--- src/rtl/apb_req_arbiter.sv ---
// Two-requester round-robin arbiter/sequencer in front of the apb_top bridge.
// Define ARB_TIMEOUT_EN to abort transfers that see no pready for TIMEOUT_CYCLES.
module apb_req_arbiter #(
    parameter int unsigned TIMEOUT_CYCLES = 16
) (
    input  logic        pclk,
    input  logic        preset,
    input  logic        req0,
    input  logic        req1,
    input  logic        wr0,
    input  logic        wr1,
    input  logic [31:0] addr0,
    input  logic [31:0] addr1,
    input  logic [31:0] wdata0,
    input  logic [31:0] wdata1,
    output logic        done0,
    output logic        done1,
    output logic [31:0] rdata,
    output logic        err,
    output logic        busy,
    output logic        ptransfer,
    output logic        swrite,
    output logic [31:0] SADDR,
    output logic [31:0] SWDATA,
    input  logic        pready,
    input  logic [31:0] f_data
);

    localparam logic [1:0] IDLE = 2'd0;
    localparam logic [1:0] XFER = 2'd1;
    localparam logic [1:0] GAP  = 2'd2;

    logic [1:0] r_state;
    logic [1:0] w_next;
    logic       r_last;
    logic       r_owner;
    logic       w_any;
    logic       w_winner;
    logic       w_grant;
    logic       w_finish;
    logic       w_timeout;

    // Contention goes to whoever was not served last; a lone request always wins.
    assign w_any    = req0 | req1;
    assign w_winner = (req0 & req1) ? ~r_last : req1;
    assign w_grant  = (r_state == IDLE) && w_any;
    assign w_finish = (r_state == XFER) && (pready || w_timeout);

`ifdef ARB_TIMEOUT_EN
    localparam int unsigned CNT_W = $clog2(TIMEOUT_CYCLES + 1);

    logic [CNT_W-1:0] r_cnt;
    logic             r_err;

    // Counter is about to reach TIMEOUT_CYCLES; a simultaneous pready takes priority.
    assign w_timeout = (r_state == XFER) && !pready
                       && (r_cnt == CNT_W'(TIMEOUT_CYCLES - 1));
    assign err       = r_err;

    always_ff @(posedge pclk) begin
        if (!preset) begin
            r_cnt <= '0;
            r_err <= 1'b0;
        end else begin
            if (r_state != XFER) begin
                r_cnt <= '0;
            end else if (!pready) begin
                r_cnt <= r_cnt + CNT_W'(1);
            end
            if (w_finish) begin
                r_err <= w_timeout;
            end
        end
    end
`else
    logic w_unused_cfg;

    assign w_unused_cfg = ^32'(TIMEOUT_CYCLES);
    assign w_timeout    = 1'b0;
    assign err          = 1'b0;
`endif

    always_ff @(posedge pclk) begin
        if (!preset) begin
            r_state <= IDLE;
        end else begin
            r_state <= w_next;
        end
    end

    always_comb begin
        w_next = r_state;
        case (r_state)
            IDLE:    if (w_any) w_next = XFER;
            XFER:    if (pready || w_timeout) w_next = GAP;
            GAP:     w_next = IDLE;
            default: w_next = IDLE;
        endcase
    end

    // Bus fields are loaded once at grant and frozen until the next grant.
    always_ff @(posedge pclk) begin
        if (!preset) begin
            ptransfer <= 1'b0;
            swrite    <= 1'b0;
            SADDR     <= '0;
            SWDATA    <= '0;
            rdata     <= '0;
            done0     <= 1'b0;
            done1     <= 1'b0;
            busy      <= 1'b0;
            r_last    <= 1'b1;
            r_owner   <= 1'b0;
        end else begin
            done0 <= 1'b0;
            done1 <= 1'b0;
            busy  <= (w_next != IDLE);
            if (w_grant) begin
                ptransfer <= 1'b1;
                swrite    <= w_winner ? wr1    : wr0;
                SADDR     <= w_winner ? addr1  : addr0;
                SWDATA    <= w_winner ? wdata1 : wdata0;
                r_owner   <= w_winner;
                r_last    <= w_winner;
            end
            if (w_finish) begin
                ptransfer <= 1'b0;
                done0     <= ~r_owner;
                done1     <= r_owner;
                if (w_timeout) begin
                    rdata <= '0;
                end else if (!swrite) begin
                    rdata <= f_data;
                end
            end
        end
    end

endmodule

--- config.mk ---
export PLATFORM = sky130hd
export DESIGN_NAME = apb_req_arbiter
export DESIGN_NICKNAME = d
export VERILOG_FILES = /design/src/rtl/apb_req_arbiter.sv
export SDC_FILE = /design/constraint.sdc
export NUM_CORES = 1
export LEC_CHECK = 0
export ABC_AREA = 1
export ABC_CLOCK_PERIOD_IN_PS = 1400
export CORE_UTILIZATION = 41
export DETAILED_ROUTE_END_ITERATION = 10
export HOLD_SLACK_MARGIN = 0.08
export PLACE_DENSITY = 0.82
export SYNTH_ARGS = -nofsm -noshare
export SYNTH_HDL_FRONTEND = slang
export SYNTH_SLANG_ARGS = --single-unit
--- constraint.sdc ---
create_clock -name pclk -period 1.4 [get_ports pclk]
set_input_delay 0.14 -clock pclk [delete_from_list [all_inputs] [get_ports pclk]]
set_output_delay 0.14 -clock pclk [all_outputs]
set_load 0.01 [all_outputs]
==> key figures <==
Clocking
  • Clock latency on the worst-skew pair: 0.35 ns
  • Root Driver: clkbuf_16
  • # clock sinks: 105
  • Htree depth: 3
  • CTS Buf Count: 9
  • Clock-pin slew on the worst setup and hold paths: 0.07 ns
  • Hold_buf cts: 0
  • CTS tree: yes
  • CTS Buffer Depth: 2

Detailed routing
  • Routed wire length per instance: 11.9 um
  • M1 WL: around 6500 um
  • DR vias/cell: 4.40
  • Routed wl met3: 1550 um
  • Initial DRC Count: between 300 and 400
  • Routed met2 length: 7680 um
  • WL final: 16200 um
  • Drt drc: 0
  • Initial DRT Pass Iterations: 4
  • Routed vias: 5984
  • Antenna-violating nets left: 0
  • DR top layer: met4

Pwr
  • PD cells: 975 nW/um^2
  • Pwr Total: 0.00857 W
  • Lkg Pwr: 5.23 nW
  • Peak VDD IR: 0.493 mV

Timing
  • Final Max Slew Viols: 0
  • Final Skew: 0.00486 ns
  • # setup viols final: 0
  • Final min period: 1.38 ns
  • Crit share post-route: 0.987
  • Final Hold Fails: 0
  • Fmax achieved: between 0.7 and 0.8 GHz

Placed design
  • GPL Wtd Cong: roughly 0.80
  • IO buf count: approximately 270
  • Placed cells: ~1300
  • Detailed placement HPWL: 11300 um

Logic synthesis
  • Post-Syn Area: 5410 um^2
  • Seq cells post-synth: around 110
  • Synth unique cells: 17
  • Syn nets: 1101
  • Post-synthesis sequential area ratio: 0.389
  • Syn avg cell area: roughly 5.8 um^2
  • Yosys warning count: 0
  • Syn Inst Count: 934

Final layout
  • Non-Filler Instances: 1361
  • Seq. cell area: 2100 um^2
  • Area of the multi-input gates: 2410 um^2
  • Share of layout cells above drive strength 1: 0.0429
  • Nets: 1351
  • Area Overhead vs Synth: 62.5%
  • Diode count: 0
  • Fill cell count: roughly 1100
  • Most common cell after layout, fill and taps aside: nand2_1
  • Most frequent cells in the layout: nand2_1 (300), nor2_1 (263), clkdlybuf4s50_1 (188), inv_1 (165), dfxtp_1 (105)

Worst setup path
  • Max FO, Critical Path: 2
  • CP Data Arrival Time: 1.24 ns
  • WS Path Type: register to output port
  • Slowest cell on crit path: clkdlybuf4s50_1
  • Crit path cell chain: clkdlybuf4s50_1
  • CP Capture Type: output port
  • WP buf/inv: 1
  • CP startpoint kind: register
  • Worst path required time: 1.26 ns
  • Critical path's largest stage delay: around 0.55 ns
  • Top delay family on crit path: buffers and inverters

Die
  • Ports: 269
  • Die width: about 120 um
  • Cell Rows: 41
  • CORE AREA: 12700 um^2
  • Die span in y: 117 um
  • Starting Density: 0.425
  • Die ar.: approximately 14000 um^2

Global route
  • First-pass GRT wire length: roughly 24000 um
  • GRT Residual Overflow: 0
  • Initial antenna violation count: 0
  • Gr usage total: 0.224
  • Vias in the first global route: 5143
  • Largest net degree at the start of global routing: 52

Flow run
  • Max_cap viols: 0

Status
  • Status: completed

Min path
  • Class of the worst hold path: input port to register
synth_stat cells (all sizes together):
library cell / instances / area share
a21boi: 1 / 0.0014
buf: 42 / 0.046
clkbuf: 11 / 0.0076
conb: 1 / 0.00069
dfxtp: 105 / 0.39
inv: 167 / 0.12
nand2: 301 / 0.21
nand3: 4 / 0.0037
nand4: 32 / 0.037
nor2: 268 / 0.19
o21ai: 2 / 0.0025
per-stage QoR:
stage	area [um^2]	worst slack, ns	utilization	hold slack [ns]	TNS, ns
2_1_floorplan	5410	0.267	-	0.312	0
3_3_place_gp	8320	-0.162	0.654	0.429	-9.23
3_5_place_dp	8320	-0.196	0.654	0.436	-10.86
4_1_cts	8570	0.00223	0.674	0.136	0
5_1_grt	8790	-0.0255	0.691	0.154	-0.0323
6_report	8790	0.0184	0.691	0.151	0
area by class of cell:
class                           count  share of cell area
Multi-Input combinational cell    609               0.275
Timing Repair Buffer              292               0.358
Sequential cell                   105               0.239
Tap cell                          172              0.0245
Clock buffer                       10              0.0272
Inverter                          167              0.0713
Clock inverter                      6             0.00584
where the power goes:
part / switching [W] / internal, W
Sequential: 0.000147 / 0.00329
Clock: 0.00119 / 0.00128
Combinational: 0.00130 / 0.00137
Total: 0.00263 / 0.00594
path summary, 6_finish.rpt:
| check | from | cells past startpoint | slack, ns | endpoint |
|---|---|---|---|---|
| setup reg to reg | r_state[1] | 8 | 0.10 | SADDR[31] |
| hold / removal | preset | 3 | 0.15 | SWDATA[8] |
| hold reg to reg | r_owner | 1 | 0.44 | done0 |
| setup / recovery | SADDR[24] | 1 | 0.02 | SADDR[24] |
registers in the layout, indices dropped and copies added, names as in the netlist:
name / cells
rdata: 32
swrite: 1
done1: 1
ptransfer: 1
SADDR: 32
done0: 1
SWDATA: 32
busy: 1
r_last: 1
r_state: 2
r_owner: 1
layer usage:
layer	GRT usage	vias up
met1	0.254	2569
met2	0.391	214
li1	-	3170
met3	0.0711	31
met4	0.0937	0
met5	0	-
kinds of logic after synthesis:
logic type / share of synthesized area
simple gates: 0.437
buf+inv: 0.170
flops: 0.389
compound gates: 0.00393
other cells: 0.000693
what timing repair did:
| action | CTS | global route |
|---|---|---|
| pin swaps | 0 | 1 |
| setup endpoints to repair | 30 | 49 |
| gates cloned | 0 | 3 |
| resized for setup | 30 | 49 |
| buffers inserted | 0 | 1 |
Power figures use the tool's default switching activity.
